[config.mk]
export PLATFORM = sky130hd
export DESIGN_NAME = systolic_array
export DESIGN_NICKNAME = d
export VERILOG_FILES = /design/src/rtl/systolic_array.sv
export SDC_FILE = /design/constraint.sdc
export NUM_CORES = 2
export LEC_CHECK = 0
export CAP_MARGIN = 20
export CORE_UTILIZATION = 40
export CTS_BUF_LIST = sky130_fd_sc_hd__clkbuf_16
export CTS_CLUSTER_SIZE = 40
export DETAILED_ROUTE_END_ITERATION = 6
export PLACE_DENSITY_LB_ADDON = 0.1
export SYNTH_ARGS = -nofsm -noshare
export SYNTH_HDL_FRONTEND = slang
export SYNTH_SLANG_ARGS = --single-unit
[constraint.sdc]
create_clock -name clk -period 8.8 [get_ports clk]
set_input_delay 1.76 -clock clk [delete_from_list [all_inputs] [get_ports clk]]
set_output_delay 1.76 -clock clk [all_outputs]
set_load 0.02 [all_outputs]
[src/rtl/systolic_array.sv]
// Weight-stationary ROWS x COLS multiply-accumulate array; data and weights shift south, partial sums shift east.
// Define SIGNED_MAC_EN for two's-complement activations/weights (default build is unsigned).
module systolic_array #(
   parameter int ROWS   = 4,
   parameter int COLS   = 4,
   parameter int DATA_W = 8,
   parameter int ACC_W  = 24
) (
   input  logic                     clk,
   input  logic                     rst,
   input  logic                     load_weight,
   input  logic [COLS*DATA_W-1:0]   in_n,
   input  logic [ROWS*ACC_W-1:0]    in_w,
   output logic [COLS*DATA_W-1:0]   out_s,
   output logic [ROWS*ACC_W-1:0]    out_e
);

   logic [ROWS-1:0][COLS-1:0][DATA_W-1:0] a_q;
   logic [ROWS-1:0][COLS-1:0][ACC_W-1:0]  p_q;

   for (genvar r = 0; r < ROWS; r++) begin : g_row
      for (genvar c = 0; c < COLS; c++) begin : g_col
         logic [DATA_W-1:0] north;
         logic [DATA_W-1:0] a_reg;
         logic [DATA_W-1:0] w_reg;
         logic [ACC_W-1:0]  west;
         logic [ACC_W-1:0]  p_reg;
         logic [ACC_W-1:0]  prod_ext;

         if (r == 0) begin : g_north_edge
            assign north = in_n[c*DATA_W +: DATA_W];
         end else begin : g_north_pe
            assign north = a_q[r-1][c];
         end

         if (c == 0) begin : g_west_edge
            assign west = in_w[r*ACC_W +: ACC_W];
         end else begin : g_west_pe
            assign west = p_q[r][c-1];
         end

         // Size cast extends by the product's signedness: sign-extend when signed, zero-extend otherwise.
`ifdef SIGNED_MAC_EN
         logic signed [2*DATA_W-1:0] prod;
         assign prod = $signed(north) * $signed(w_reg);
`else
         logic [2*DATA_W-1:0] prod;
         assign prod = north * w_reg;
`endif
         assign prod_ext = ACC_W'(prod);

         always_ff @(posedge clk or negedge rst) begin
            if (!rst) begin
               a_reg <= '0;
               w_reg <= '0;
               p_reg <= '0;
            end else begin
               a_reg <= north;
               if (load_weight) begin
                  w_reg <= north;
                  p_reg <= west;
               end else begin
                  p_reg <= west + prod_ext;
               end
            end
         end

         assign a_q[r][c] = a_reg;
         assign p_q[r][c] = p_reg;
      end

      assign out_e[r*ACC_W +: ACC_W] = p_q[r][COLS-1];
   end

   for (genvar c = 0; c < COLS; c++) begin : g_south
      assign out_s[c*DATA_W +: DATA_W] = a_q[ROWS-1][c];
   end

endmodule

* Yosys cells after proc, flatten, opt, wreduce, memory -nomap -nowiden *
Index checks and enable logic that the tools add are counted.

storage, ports and cells
  register bits = 640
  output and inout port bits = 128
  bits in writable memories = 0
  latch bits = 0
  bits of input ports = 131
  memories kept = 0
  logic and storage cells = 96
  ROM bits = 0

operators by class
  magnitude comparators = 0
  add/subtract/negate cells = 16
  reduce and logical (&&, ||, !) cells = 0
  bitwise gates (word level) = 0
  eq/ne operators = 0
  divide/modulo/power cells = 0
  $mul = 16
  muxes and demuxes = 16
  shift-type cells = 0

operators by type and width
  operator                                      count
  24-bit by 16-bit adder with 24-bit output     16
  24-bit 2-to-1 mux                             16
  8-bit by 8-bit multiplier with 16-bit output  16

* Depth between registers and ports, before layout *
  depth after elaboration = 3
  depth in mapped cells = 19
  depth with buffers taken out = 18

* Worst setup path before layout *
Ideal clock, no wire load.

  path kind = input port to flip-flop
  from = in in_n[14]
  to = reg g_row[0].g_col[1].p_reg[19]
  setup slack = 2.701 ns
  path buffers = 1
  library setup time = 0.126 ns
  stages on the path = 17
  data required time = 8.674 ns
  data arrival time = 5.972 ns
  cell sequence = clkbuf_1 nand2_1 fa_1 inv_1 fa_1 fa_1 inv_1 fa_1 inv_1 ha_1 a21oi_1 nand2b_1 o31ai_1 a21oi_1 o31ai_2 nor4b_1 a311o_1

between the ends
  word-level cells in the longest chain between the ends = 3

RTL lines
  what                                          line  RTL
  start: declaration                            12    input logic [COLS*DATA_W-1:0] in_n,
  8-bit by 8-bit multiplier with 16-bit output  48    assign prod = north * w_reg;
  24-bit by 16-bit adder with 24-bit output     63    p_reg <= west + prod_ext;
  24-bit 2-to-1 mux                             59    if (load_weight) begin
  end signal: assignment                        61    p_reg <= west;
  end signal: assignment                        63
  end: declaration                              27    logic [ACC_W-1:0] p_reg;

Every way passes these cells.
A chain may end at the register's enable or synchronous reset.

* Worst setup path in the final report *
Same ends and word-level chain as after synthesis.

==> metrics.yaml <==
status: "completed"
slew_viol_final: 0
drt_iter0_drc: 2317
place.gp.congestion: 0.852
p_per_area_nw_per_um2: 410
synth.most_common_cell: "inv_1"
critPathMaxFanout: 10
worst_setup_path_end_kind: "flop"
syn_avg_cell_area_um2: 9.47
fp.dieW_um: 407
grt_overflow: 0
area_growth_pct: 11.8
fmax_mhz: 156
placed_cell_area_um2: 70600
postCtsSetupRepairBufs: 0
synthDominantCellAreaShare_pct: 24.4
max-cap-violations: 0
die_y_um: 407
synth.distinct_cells: 79
portBuffers: 258
drt_pass1_iterations: 5
netlist_area_um2: 65700
synth_edf_count: 0
synth-simple-area-share_pct: 13.4
syn-num-nets: 8519
muxShareOfSynthArea_pct: 3.81
grt_pass1_wl_mm: 265
core-area_um2: 163000
synth_top_area_cell: "dfrtp_1"
crit_path_top_delay_cell: "clkdlybuf4s50_1"
post-route-min-period_ns: 6.39
rows: 148
ant_nets: 0
place_ws_ns: 1.74
nFillCells: 15700
setup_tns_ns: 0
place_hpwl_mm: 128
drc: 0
largest_reg_flops: 384
nets: 8729
finalHoldViolCount: 0
path_class: "in -> reg"
cts_num_sinks: 640
syn_inst: 6932
routed_wirelength_mm: 159
cts_tree: "done"
first_global_vias: 47700
cpLargestDelayFamily: "adder cells"
via_per_inst: 4.83
grt_usage_pct: 19.9
hp-class: "reg -> reg"
antenna_found_initial: 12
timing.final.ws_setup_ns: 2.41
tightest_slew_ns: 0.928
async_flop_share_pct: 100
cp.arrival_ns: 6.94
synth_xor_area_share_pct: 2.97
ff_latch_area_um2: 16000
skew_ns: 0.0366
critPathMaxStageDelay_ns: 0.70
synthAdderAreaFrac_pct: 36.9
seq_area_frac_synth_pct: 24.4
p_leak_nw: 37.1
grt_max_degree: 161
setup.worst_path.start_class: "input pin"
dieArea_um2: 166000
synth_compound_area_share_pct: 8.52
utilization_pct: 45.1
numCtsBuffers: 82
start_util_pct: 40.3
finalCritPeriodShare_pct: 72.6
avgRoutedWirePerCell_um: 17.0
crit_top_cell: "fa_1"
crit_path_cell_trace: "clkdlybuf4s50_1, nand2_1, fa_1, inv_1, fa_1, fa_1, inv_1, fa_1, inv_1, ha_1, a21oi_1, nand2b_1, o31ai_1, a21oi_1, o31ai_2, nor4b_1, a311o_1"
path_buf_inv: 4
clock_path_buffers: 3
synth_top_family_by_area: "adder cells"
drive_above_1_share_pct: 5.19
multi_input_area_um2: 43100
htreeDepth: 3
clk_latency_ns: 0.70
cts_hold_buf: 0
yosys_warnings: 0
cp.required_ns: 9.35
setup_violations: 0
relSlewSlack_pct: 38.2
finalInstanceArea_um2: 73400
clk_pin_slew_ns: 0.05
route.vias.total: 45300
cts_resized: 0
clockRootBuffer: "clkbuf_16"
rsz0062_at_grt: "no"
ys_ff_latch: 640
synth_commonest_cells: "1,592 x inv_1, 800 x fa_1, 769 x nand2_1"
ios: 259
ys_top_cells_by_area: "dfrtp_1 24%, fa_1 24%, ha_1 12%"
peakVddDrop_uv: 219
yosys_most_used_dff: "dfrtp_1"
-- final timing paths --
check / from / to / slack [ns] / depth (start not counted)
worst max-delay path: in_n[14] / g_row[0].g_col[1].p_reg[19]$_DFF_PN0_ / 2.41 / 17
worst min-delay path: g_row[1].g_col[1].p_reg[23]$_DFF_PN0_ / g_row[1].g_col[2].p_reg[23]$_DFF_PN0_ / 0.43 / 1
worst max register to register: g_row[0].g_col[3].a_reg[5]$_DFF_PN0_ / g_row[1].g_col[3].p_reg[22]$_DFF_PN0_ / 3.38 / 16
worst min register to register: g_row[1].g_col[1].p_reg[23]$_DFF_PN0_ / g_row[1].g_col[2].p_reg[23]$_DFF_PN0_ / 0.43 / 1
max in group asynchronous: rst / g_row[3].g_col[0].a_reg[1]$_DFF_PN0_ / 5.94 / 3
min in group asynchronous: rst / g_row[0].g_col[3].p_reg[13]$_DFF_PN0_ / 1.08 / 1
-- through the flow --
| stage | std cells | power [mW] | hold WS [ns] |
|---|---|---|---|
| after global placement | 9232 | 26.4 | 0.427 |
| after global routing | 9386 | 34.0 | 0.460 |
| after CTS | 9383 | 30.4 | 0.432 |
| after detailed placement | 9232 | 26.6 | 0.425 |
| after floorplan | 6932 | 21.3 | 0.352 |
| final | 9387 | 30.1 | 0.430 |
-- report_power, final --
group	internal, mW	leakage [nW]	switching (mW)
Sequential	3.88	7.46	0.877
Combinational	9.48	28.2	12.3
Clock	2.10	1.41	1.41
-- cells by family (layout without fill, tap and decap cells) --
| logic type | after synthesis | in the layout |
|---|---|---|
| AND/OR/NAND/NOR | 1771 | 1771 |
| buffers and inverters | 1743 | 2020 |
| adder cells (fa/ha/maj) | 1456 | 1456 |
| AO/OA/AOI/OAI | 875 | 875 |
| flip-flops | 640 | 640 |
| multiplexers | 224 | 224 |
| XOR/XNOR | 223 | 223 |
| other | 0 | 3 |
-- layer usage --
layer | track usage, % | wire length, µm | vias up
li1 | - | - | 22100
met1 | 30.2 | 82500 | 22300
met2 | 29.8 | 67200 | 748
met3 | 2.45 | 6290 | 168
met4 | 4.89 | 3220 | 6
met5 | 0 | 40 | -
-- layout make-up --
type                            instances  area share, %
Tap cell                             2175           3.71
Antenna cell                            3         0.0102
Inverter                             1592           8.14
Multi-Input combinational cell       4549           58.7
Clock buffer                           84           2.86
Clock inverter                         67          0.977
Timing Repair Buffer                  277           3.77
Sequential cell                       640           21.8
-- cells in the final DEF (no fill, tap or decap), types with 38 or more instances in the layout --
master / count
clkbuf_16: 84
nand2_1: 769
nand2b_1: 47
and2_1: 572
inv_1: 1601
a21o_1: 76
fa_1: 800
dfrtp_1: 640
xor2_1: 113
clkdlybuf4s50_1: 256
xnor2_1: 110
a21oi_1: 171
nor2_1: 141
ha_1: 656
mux2_2: 205
a211oi_1: 47
o21ai_0: 281
nand3_1: 42
nor3_1: 38
(Power assumes the default switching activity.)
